`src/rtl/debounce_bank.sv`:
```
// debounce_bank: multi-channel switch debouncer with a shared sample
// prescaler, per-channel stability counters, and press-and-hold detection
// with auto-repeat. All outputs are registered; pulses are one clock wide
// and only appear on the clock after a sample tick.
module debounce_bank #(
  parameter int N          = 4,
  parameter int D          = 16,
  parameter int L          = 8,
  parameter int H          = 64,
  parameter int R          = 16,
  parameter bit ACTIVE_LOW = 1'b0
) (
  input  logic         clk,
  input  logic         rst,
  input  logic [N-1:0] in,
  output logic         tick,
  output logic [N-1:0] db,
  output logic [N-1:0] rise,
  output logic [N-1:0] fall,
  output logic [N-1:0] hold,
  output logic [N-1:0] rpt
);

  localparam int SC_W = $clog2(L);
  localparam int HC_W = $clog2(H + 1);
  localparam int RC_W = (R > 1) ? $clog2(R) : 1;

  localparam logic [SC_W-1:0] SC_LAST = SC_W'(L - 1);
  localparam logic [HC_W-1:0] HC_SAT  = HC_W'(H);
  localparam logic [HC_W-1:0] HC_PRE  = HC_W'(H - 1);
  localparam logic [RC_W-1:0] RC_LAST = RC_W'(R - 1);

  logic [N-1:0]    sync1_q, sync2_q;
  logic [D-1:0]    ctr_q, ctr_d;
  logic            tick_q, tick_d;
  logic [N-1:0]    db_q, db_d;
  logic [N-1:0]    rise_q, rise_d;
  logic [N-1:0]    fall_q, fall_d;
  logic [N-1:0]    hold_q, hold_d;
  logic [N-1:0]    rpt_q, rpt_d;
  logic [SC_W-1:0] sc_q [N];
  logic [SC_W-1:0] sc_d [N];
  logic [HC_W-1:0] hc_q [N];
  logic [HC_W-1:0] hc_d [N];
  logic [RC_W-1:0] rc_q [N];
  logic [RC_W-1:0] rc_d [N];
  logic [N-1:0]    s;

  // Synchronised inputs, optionally inverted so every output stays active-high.
  assign s = sync2_q ^ {N{ACTIVE_LOW}};

  // Free-running prescaler; tick is registered one clock after the wrap value.
  always_comb begin
    ctr_d  = ctr_q + D'(1);
    tick_d = (ctr_q == '1);
  end

  // Per-channel debounce and hold/repeat; state only moves on a tick cycle.
  always_comb begin
    db_d   = db_q;
    rise_d = '0;
    fall_d = '0;
    hold_d = '0;
    rpt_d  = '0;
    for (int i = 0; i < N; i++) begin
      sc_d[i] = sc_q[i];
      hc_d[i] = hc_q[i];
      rc_d[i] = rc_q[i];
      if (tick_q) begin
        if (s[i] == db_q[i]) begin
          sc_d[i] = '0;
        end else if (sc_q[i] == SC_LAST) begin
          db_d[i]   = ~db_q[i];
          sc_d[i]   = '0;
          rise_d[i] = ~db_q[i];
          fall_d[i] = db_q[i];
        end else begin
          sc_d[i] = sc_q[i] + SC_W'(1);
        end
        // Hold progress only counts ticks where the level was and stays high;
        // the rising tick itself and a falling tick both leave it at zero.
        if (db_q[i] && db_d[i]) begin
          if (hc_q[i] != HC_SAT) begin
            hc_d[i] = hc_q[i] + HC_W'(1);
            if (hc_q[i] == HC_PRE) begin
              hold_d[i] = 1'b1;
              rpt_d[i]  = 1'b1;
              rc_d[i]   = '0;
            end
          end else if (rc_q[i] == RC_LAST) begin
            rpt_d[i] = 1'b1;
            rc_d[i]  = '0;
          end else begin
            rc_d[i] = rc_q[i] + RC_W'(1);
          end
        end else begin
          hc_d[i] = '0;
          rc_d[i] = '0;
        end
      end
    end
  end

  // State registers; reset discards any debounce or hold progress at once.
  always_ff @(posedge clk or posedge rst) begin
    if (rst) begin
      sync1_q <= '0;
      sync2_q <= '0;
      ctr_q   <= '0;
      tick_q  <= 1'b0;
      db_q    <= '0;
      rise_q  <= '0;
      fall_q  <= '0;
      hold_q  <= '0;
      rpt_q   <= '0;
      for (int i = 0; i < N; i++) begin
        sc_q[i] <= '0;
        hc_q[i] <= '0;
        rc_q[i] <= '0;
      end
    end else begin
      sync1_q <= in;
      sync2_q <= sync1_q;
      ctr_q   <= ctr_d;
      tick_q  <= tick_d;
      db_q    <= db_d;
      rise_q  <= rise_d;
      fall_q  <= fall_d;
      hold_q  <= hold_d;
      rpt_q   <= rpt_d;
      for (int i = 0; i < N; i++) begin
        sc_q[i] <= sc_d[i];
        hc_q[i] <= hc_d[i];
        rc_q[i] <= rc_d[i];
      end
    end
  end

  assign tick = tick_q;
  assign db   = db_q;
  assign rise = rise_q;
  assign fall = fall_q;
  assign hold = hold_q;
  assign rpt  = rpt_q;

endmodule
```
`config.mk`:
```
export PLATFORM = sky130hd
export DESIGN_NAME = debounce_bank
export DESIGN_NICKNAME = d
export VERILOG_FILES = /design/src/rtl/debounce_bank.sv
export SDC_FILE = /design/constraint.sdc
export NUM_CORES = 1
export LEC_CHECK = 0
export CAP_MARGIN = 15
export CELL_PAD_IN_SITES_DETAIL_PLACEMENT = 0
export CELL_PAD_IN_SITES_GLOBAL_PLACEMENT = 1
export CORE_ASPECT_RATIO = 0.5
export CORE_MARGIN = 4
export CORE_UTILIZATION = 48
export DETAILED_ROUTE_END_ITERATION = 7
export PLACE_DENSITY = 0.86
export SYNTH_ARGS = -nofsm -noshare
export SYNTH_HDL_FRONTEND = slang
export SYNTH_SLANG_ARGS = --single-unit
```
`constraint.sdc`:
```
create_clock -name clk -period 3.7 [get_ports clk]
set_input_delay 0.37 -clock clk [delete_from_list [all_inputs] [get_ports clk]]
set_output_delay 0.37 -clock clk [all_outputs]
set_load 0.02 [all_outputs]
```
## Word level (Yosys, flattened, before mapping)

Index checks and enable logic that the tools add are counted.

- Register bits after elaboration: 101
- Latch bits: 0
- Memory bits (writable): 0
- ROM bits: 0
- Input port bits: 6
- Output and inout port bits: 21
- Word-level logic and storage cells: 179
- Memories kept: 0

- $add $sub $neg: 13
- $mul: 0
- Divide/modulo/power cells: 0
- Order comparisons: 0
- Eq/ne operators: 29
- Shift operators: 0
- Multiplexer cells: 100
- Bitwise logic cells: 4
- Reduce and logical (&&, ||, !) cells: 12

Operator list:

| kind | count |
|---|---|
| 1-bit 2-to-1 mux | 68 |
| 4-bit 2-to-1 mux | 16 |
| 7-bit 2-to-1 mux | 8 |
| 7-bit by 1-bit adder with 7-bit output (second input constant) | 4 |
| 7-bit by 6-bit == test with 1-bit output (second input constant) | 4 |
| 7-bit != test (second input constant) | 4 |
| 3-bit 2-to-1 mux | 8 |
| 16-bit by 1-bit adder with 16-bit output (second input constant) | 1 |
| 4-bit by 1-bit adder with 4-bit output (second input constant) | 4 |
| 16-bit == test (second input constant) | 1 |
| 4-bit == test (second input constant) | 4 |
| 2-bit AND reduction | 8 |
| 3-bit by 1-bit adder with 3-bit output (second input constant) | 4 |
| 3-bit == test (second input constant) | 4 |
| 3-bit by 2-bit != test with 1-bit output (second input constant) | 4 |
| 2-bit by 1-bit != test with 1-bit output (second input constant) | 4 |
| 1-bit == test | 4 |
| 1-bit logical AND | 4 |
| 1-bit NOT | 4 |

## Logic depth before layout (Yosys ltp)

Gate-level depths: netlist of the first run.

- Depth after elaboration: 7
- Mapped depth: 6
- Gate-level depth less buffers: 6

## Worst setup path before layout of the first run

OpenSTA, ideal clock, no wires.

- Path kind: register to register
- From: register sc_q[6] (netlist name)
- To: register hc_q[14] (netlist name)
- Library setup time: 0.125 ns
- Arrival time: 1.474 ns
- Data required time: 3.575 ns
- Setup slack: 2.102 ns
- Stages on the path, launching flop included: 7
- Path buffers: 0
- Clock period less this slack: 1.598 ns
- Path through: dfrtp_1 > ha_1 > ha_1 > or2b_2 > nand3_1 > nor2_1 > mux2_2

- Longest elaborated chain between the ends: 7
- Elaborated cells on any way between the ends: 8
- Those cells by class: eq/ne (2); mux (4); reduce/logical (2)

RTL lines:

| element | RTL line | source |
|---|---|---|
| start: declaration | 41 | `logic [SC_W-1:0] sc_q [N];` |
| start signal: indexed assignment | 132 | `sc_q[i] <= sc_d[i];` |
| 3-bit == test * | 72 | `end else if (sc_q[i] == SC_LAST) begin` |
| 1-bit 2-to-1 mux * | 72 |  |
| 1-bit 2-to-1 mux * | 70 | `if (s[i] == db_q[i]) begin` |
| 1-bit 2-to-1 mux * | 69 | `if (tick_q) begin` |
| 1-bit logical AND * | 82 | `if (db_q[i] && db_d[i]) begin` |
| 2-bit by 1-bit != test with 1-bit output (no source line) | n/a |  |
| 2-bit AND reduction (no source line) | n/a |  |
| end signal: indexed assignment | 133 | `hc_q[i] <= hc_d[i];` |
| end: declaration | 43 | `logic [HC_W-1:0] hc_q [N];` |

Every way passes the cells marked *; elsewhere a longest branch is shown, timed or not. The select of a mux whose other input is x is not followed.
A chain may end at the register's enable or synchronous reset.

## Worst setup path after layout of the first run

- From: register tick_q, in the netlist tick
- To: output port tick

RTL lines:

| element | RTL line | source |
|---|---|---|
| start: declaration | 35 | `logic tick_q, tick_d;` |
| start signal: assignment | 125 | `tick_q <= tick_d;` |
| end: declaration | 16 | `output logic tick,` |

No word-level cell between the ends.

==> impl_results.md, run 1 <==
* Achievable Freq at approximately 430 MHz
* Most frequently used flop master after synthesis: sky130_fd_sc_hd__dfrtp_1
* Global route overflow at 0
* IO Pins at 27
* Hold crit path type: flop to flop
* FF+latch count, synth at slightly above 100
* Delay of the slowest critical-path stage at roughly 0.84 ns
* Slew HR at between 40% and 50%
* Max Cap Viol at 0
* Clock tree from TritonCTS: yes
* Area contributors post-synth: sky130_fd_sc_hd__dfrtp_1, sky130_fd_sc_hd__ha_1, sky130_fd_sc_hd__a22o_1, sky130_fd_sc_hd__nand3_1, sky130_fd_sc_hd__o21ai_0
* Net count of the mapped netlist at about 470
* DRT antenna net count at 0
* Resized cells post-CTS at 0
* Static leakage at 2.561 nW
* Detailed Routing Iterations Pass 1 at 4
* Family with the most delay on the worst path: flip-flops
* Die area at between 10,000 and 15,000 sq um
* Total number of cells along the worst setup path at 1
* Post-detail-place hpwl at around 5.6 mm
* Clock Pin Slew Worst Setup and Hold Paths at roughly 0.070 ns
* Endpoint of the worst register-to-register path: hc_q[14]
* Antenna violations before repair at 0
* Post-synth EDFFs at 0
* Classification of the worst setup path: flop to primary output
* Fraction of synthesized cell area taken by the top area cell type at 53.44%
* Worst setup path end: tick
* Kind of start point of the critical path: flop
* Num Clock Sinks at between 100 and 150
* Initial DRC count at around 160
* Cell chain of the critical path: clkdlybuf4s50_1
* Vertical extent of the die at around 78 um
* Library cell occupying the most area in the post-synthesis netlist: sky130_fd_sc_hd__dfrtp_1
* Core box area at approximately 9500 sq um
* Final net count at just under 500
* Arrival time reported for the critical path endpoint at 1.93 ns
* Fin. Hold Viols at 0
* Mean instance size in the synthesized netlist at around 11 sq um
* Cell with the largest stage delay on the worst path: sky130_fd_sc_hd__dfrtp_1
* Routed Wire Length at about 8.5 mm
* Max Slew Vio Count at 0
* Port Buffer Count at 26
* Post-synth design cell area at between 4000 and 5000 sq um
* DRC at 0
* Cts hold-fix bufs at 0
* CTS buffer count at 9
* Result of the run: finished clean
* Placed cells at between 500 and 600
* Number of distinct library cells after synthesis at between 40 and 50
* Origin of the critical flop-to-flop path: tick
* Initial Utilization at roughly half
* Setup skew after layout at roughly 0.0068 ns
* Register-to-Register Path Depth at 4
* # rows at 25
* Largest fanout on the critical path at 25
* RSZ-0062 raised after global routing: no
* Root Buffer: sky130_fd_sc_hd__clkbuf_16
* Power density cells at roughly 400 nW/um^2
* Accumulated negative setup slack at 0 ns
* Worst Setup SP: tick
* Final count of negative-setup-slack endpoints at 0
* GP Congestion at between 0.7 and 0.8
* Clock Path Buffers at 2
* Global-route wire length before repair at ~15 mm
* Die Width at ~150 um
* Ratio of final minimum period to clock period at between 60% and 70%
* Detailed-route wire length per cell at roughly 14 um
* Number of standard cells in the final layout excluding fillers at about 600
* Post-CTS setup buffers at 0
* Proportion of synthesized flip-flops having asynchronous set or reset at 100.0%
* Most frequent cell after synthesis: sky130_fd_sc_hd__dfrtp_1
* Number of global-route vias before repair at ~3,300
* All-Layer GR Usage at ~16%
* Critical Path End Type: primary output
* Maximum number of pins on one net before global-route repair at slightly above 100
* Via Count at approximately 3,300
* Required time of the critical path at between 3 and 4 ns
* Ant. Diodes at 0
* Post-synthesis instance total at 439
* Warnings, synthesis at 0
* Depth of the CTS H-tree at 3
* Later-pin clock latency in the skew report at 0.34 ns
* Final critical-path required period at around 2.3 ns
* Vias per cell at between 5 and 6
* Register area share after synthesis at a little over half
* Slew @ Worst Pin at between 0.7 and 0.8 ns
* Fraction of layout instances using a drive strength above 1 at 7.789%
* Peak ir drop on the vdd network at ~0.00024 V
* Most common library cells after synthesis: sky130_fd_sc_hd__dfrtp_1, sky130_fd_sc_hd__nand3_1, sky130_fd_sc_hd__nor2_1, sky130_fd_sc_hd__o21ai_0, sky130_fd_sc_hd__nand2_1
* Worst-case register-to-register setup slack at 1.75 ns
* Worst path bufs/invs at 1
* P&R area growth vs syn at 16.64%
metal layers:
layer	up-vias	GRT usage, %	wire (um)
li1	1647	-	-
met1	1565	21.83	4308
met2	41	26.10	3784
met3	7	5.075	296
met4	0	4.147	89
met5	-	0	0
logic make-up after synthesis:
family	count (synthesis)	synth area share [%]
and+or+nand+nor	159	18.33
DFF	101	53.44
xor gates and xnor gates	18	3.333
buffers and inverters	33	2.672
adders and majority gates	21	5.556
muxes	11	2.540
AOI/OAI and AO/OA	96	14.13
power by group:
| group | switching, mW | internal (mW) |
|---|---|---|
| Clock | 0.402 | 0.699 |
| Combinational | 0.0235 | 0.00977 |
| Sequential | 0.00339 | 1.11 |
flip-flops by register name, indices dropped and copies added, names as in the netlist:
signal and cells:
tick 1, hc_q 28, rpt 4, s 4
db 4, ctr_q 16, sync1_q 4, fall 4
rc_q 16, sc_q 12, rise 4, hold 4
final cells by class:
cell class	count	area, sq um
fillers	839	3993
clock buffers	11	252.7
clock inverters	5	103.9
inverters	24	92.59
well taps	135	168.9
flip-flops and latches	101	2527
repair buffers	29	295.3
multi-input cells	305	2076
cells in the final DEF, fill, tap and decap left out, drive strengths merged, types with 7 or more instances in the layout:
cell type      count
ha                21
a22o              22
a21o              13
nor2b              7
nor2              29
mux2               8
a21oi              8
o21ai             31
clkdlybuf4s50     26
and3               9
nand3             35
nand2             26
clkbuf            11
xor2              10
o2bb2ai            8
inv               25
nor3b             11
dfrtp            101
nand4             10
xnor2              8
nor3              10
metrics by stage:
stage	worst slack, ns	area (sq um)	utilization [%]	total power [mW]	hold WS [ns]
2_1_floorplan	0.6829	4730	-	1.152	0.3312
3_3_place_gp	1.740	5160	54.26	1.168	0.3336
3_5_place_dp	1.741	5160	54.26	1.168	0.3379
4_1_cts	1.356	5517	58.01	2.280	0.3527
5_1_grt	1.238	5517	58.01	2.332	0.3595
6_report	1.395	5517	58.01	2.246	0.3521
worst min-delay path by stage:
stage / from / endpoint / slack [ns] / depth (start not counted)
2_1_floorplan: sync1_q[0] / s[0] / 0.33 / 0
3_3_place_gp: sync1_q[0] / s[0] / 0.33 / 0
3_5_place_dp: sync1_q[3] / s[3] / 0.34 / 0
4_1_cts: sync1_q[3] / s[3] / 0.35 / 0
5_1_grt: sync1_q[3] / s[3] / 0.36 / 0
6_report: sync1_q[0] / s[0] / 0.35 / 0
Power figures use the tool's default switching activity.
==> run 2: changes to the inputs <==
CORE_UTILIZATION = 43   (was 48)
PLACE_DENSITY = 0.82   (was 0.86)
clock period = 2.1 ns   (was 3.7 ns; I/O delays follow)
==> run 2 against run 1 <==
Against the previous run: clock power is 65% higher; sequential share of layout area hardly changed; final area hardly changed; cell count is 0.82% higher; combinational power is 78% higher; clock skew hardly changed; clock-buffer cell count stayed put; critical path depth is 5 higher; via count is 1.3% higher; largest power group unchanged; highest routed layer unchanged.
==> impl_results.md, run 2 (synthesis gave the netlist of run 1 again) <==
* Reg with most FFs: hc_q
* Die Width at 156.3 um (+5.3%)
* DRT antenna net count at 0 (unchanged)
* Largest fanout on the critical path at 8 (-68%)
* GP Congestion at 0.7631 (+1.0%)
* Top Registers: hc_q (28), ctr_q (16), rc_q (16)
* Final net count at 497 (unchanged)
* Slew @ Worst Pin at 0.5299 ns (-0.2419 ns)
* Clock tree from TritonCTS: yes
* Antenna violations before repair at 0 (unchanged)
* Setup Slack @ Placement at 0.3215 ns (-1.420 ns)
* Resized cells post-CTS at 0 (unchanged)
* Register-to-Register Path Depth at 6 (+2)
* Global route overflow at 0 (unchanged)
* Power density cells at 693.8 nW/um^2 (+70%)
* Num Clock Sinks at 101 (unchanged)
* Most common cell after layout, fill and taps aside: sky130_fd_sc_hd__dfrtp_1
* Vertical extent of the die at 82.16 um (+5.1%)
* Internal Dissipation at 3.078 mW (+69%)
* Relative contribution of sequential cells to total power at 51.2% (+1.7 points)
* Origin of the critical flop-to-flop path: sc_q[0]
* Worst hold start: in[1]
* Kind of start point of the critical path: flop
* Root Buffer: sky130_fd_sc_hd__clkbuf_16
* Clk network pwr share at 47.3% (-1.7 points)
* Leading cell types in the layout, fill and taps excluded: sky130_fd_sc_hd__dfrtp_1, sky130_fd_sc_hd__nand3_1, sky130_fd_sc_hd__nor2_1, sky130_fd_sc_hd__o21ai_0
* Final critical-path required period at ~1.8 ns
* Max Slew Vio Count at 0 (unchanged)
* Total power of the final layout at 3.827 mW (+70%)
* Achievable Freq at 555.8 MHz
* Part of the power in combinational logic at 1.5% (about the same)
* Setup skew after layout at 0.006763 ns (-0.00002381 ns)
* Worst-case register-to-register setup slack at 0.30 ns (-1.45 ns)
* CTS buffer count at 9 (unchanged)
* Accumulated negative setup slack at 0 ns (unchanged)
* Fin. Hold Viols at 0 (unchanged)
* Initial DRC count at 127 (-21%)
* Flip-flop count of the largest register, all copies and words added at 28 (unchanged)
* Critical Path End Type: flop
* # rows at 26 (+4.0%)
* Required time of the critical path at 2.37 ns (-0.96 ns)
* Switching power of the nets at 0.7484 mW (+74%)
* Slew HR at 64.67% (+16 points)
* Later-pin clock latency in the skew report at 0.34 ns (about the same)
* Detailed-route wire length per cell at 13.51 um (-2.8%)
* Clock Pin Slew Worst Setup and Hold Paths at 0.07 ns (about the same)
* Cell chain of the critical path: ha_1 -> ha_1 -> nand2b_1 -> nand2_1 -> o31ai_1 -> a22o_1
* Number of global-route vias before repair at 3,287 (-1.7%)
* Port Buffer Count at 26 (unchanged)
* Endpoint of the worst register-to-register path: rc_q[0]
* Initial Utilization at 45.15% (-4.6 points)
* Cts hold-fix bufs at 0 (unchanged)
* Maximum number of pins on one net before global-route repair at 102 (unchanged)
* Delay of the slowest critical-path stage at 0.43 ns (-0.41 ns)
* Vias per cell at 5.367 (+0.43%)
* Result of the run: finished clean
* Die area at 12,840 sq um (+11%)
* Post-CTS setup buffers at 0 (unchanged)
* Number of filler instances in the final layout at 937 (+12%)
* Cell with the largest stage delay on the worst path: sky130_fd_sc_hd__o31ai_1
* Core box area at 10,480 sq um (+10%)
* Clock Path Buffers at 2 (unchanged)
* Net switching share of the total power at 19.56% (+0.46 points)
* Via Count at 3,301 (+1.3%)
* Static leakage at 2.536 nW (-0.98%)
* P&R area growth vs syn at 16.61% (about the same)
* All-Layer GR Usage at 14.39% (-1.9 points)
* Hold Crit Depth at 1 (+1)
* Arrival time reported for the critical path endpoint at 2.07 ns (+0.14 ns)
* Ratio of final minimum period to clock period at approximately 86%
* IO Pins at 27 (unchanged)
* Routed Wire Length at 8.306 mm (-2.0%)
* Most frequent cell on the critical path: sky130_fd_sc_hd__ha_1
* Max Cap Viol at 0 (unchanged)
* Ant. Diodes at 0 (unchanged)
* DRC at 0 (unchanged)
* Peak ir drop on the vdd network at 0.0004250 V (+75%)
* Worst Hold Path EP: sync1_q[1]
* Detailed Routing Iterations Pass 1 at 4 (unchanged)
* Fraction of layout instances using a drive strength above 1 at 7.789% (unchanged)
* Post-detail-place hpwl at 5.485 mm (-2.5%)
* Hold crit path type: input pin to flop
* Depth of the CTS H-tree at 3 (unchanged)
* Worst path setup slack after routing at 0.3009 ns (-1.094 ns)
* RSZ-0062 raised after global routing: no
* Classification of the worst setup path: flop to flop
* Final count of negative-setup-slack endpoints at 0 (unchanged)
* Global-route wire length before repair at 14.96 mm (-3.2%)
## run 2: changes by cell type in the layout (fill, tap and decap cells not counted)
| cell | delta |
|---|---|
| sky130_fd_sc_hd__clkinvlp_4 | +4 |
| sky130_fd_sc_hd__buf_4 | -1 |
| sky130_fd_sc_hd__bufinv_16 | -1 |
| sky130_fd_sc_hd__buf_12 | +1 |
| sky130_fd_sc_hd__inv_6 | -1 |
| sky130_fd_sc_hd__inv_4 | -1 |
| sky130_fd_sc_hd__clkinv_2 | -1 |
## run 2: worst max-delay path, delay by kind of cell (launching register included)
family | cells | cell delay (ns)
DFF | 1 | 0.39
and+or+nand+nor | 2 | 0.31
adders and majority gates | 2 | 0.40
AOI/OAI and AO/OA | 2 | 0.64
## run 2: metal layers
metal	vias up	share of wire [%]	wire length [um]	track usage [%]
met5	-	0	0	0
met4	0	1.3	106	4.935
met3	10	3.3	275	3.592
met2	45	44	3696	23.25
met1	1590	51	4228	19.25
li1	1656	-	-	-
## run 2: stage by stage
step	cell area, sq um	cells	hold WS, ns	utilization, %
global route	5515	615	0.3066	52.65
global placement	5180	599	0.3334	49.45
finish	5515	615	0.3104	52.65
detailed placement	5180	599	0.3356	49.45
CTS	5515	615	0.2980	52.65
floorplan	4733	439	0.2414	-
## run 2: power by group through the flow
stage / registers, mW / clock network (mW) / logic [mW]
after global routing: 1.96 / 1.94 / 0.0702
after global placement: 2.00 / 0 / 0.0628
after floorplan: 1.99 / 0 / 0.0362
final: 1.96 / 1.81 / 0.0593
after CTS: 1.96 / 1.87 / 0.0638
after detailed placement: 2.00 / 0 / 0.0635
## run 2: area by class of cell
cell class | count | area [sq um] | share of cell area [%]
Inverter | 24 | 93.84 | 1.701
Multi-Input combinational cell | 305 | 2076 | 37.64
Tap cell | 140 | 175.2 | 3.176
Sequential cell | 101 | 2527 | 45.83
Clock buffer | 11 | 252.7 | 4.583
Timing Repair Buffer | 29 | 307.8 | 5.581
Clock inverter | 5 | 82.58 | 1.497
## run 2: how the worst max path moves through the flow
stage	startpoint	to	cells past startpoint
final	sc_q[0]	rc_q[0]	6
after global routing	sc_q[0]	rc_q[0]	6
after CTS	sc_q[6]	hc_q[14]	6
after detailed placement	sc_q[6]	hc_q[14]	6
after global placement	sc_q[6]	hc_q[14]	6
after floorplan	sc_q[6]	hc_q[14]	6
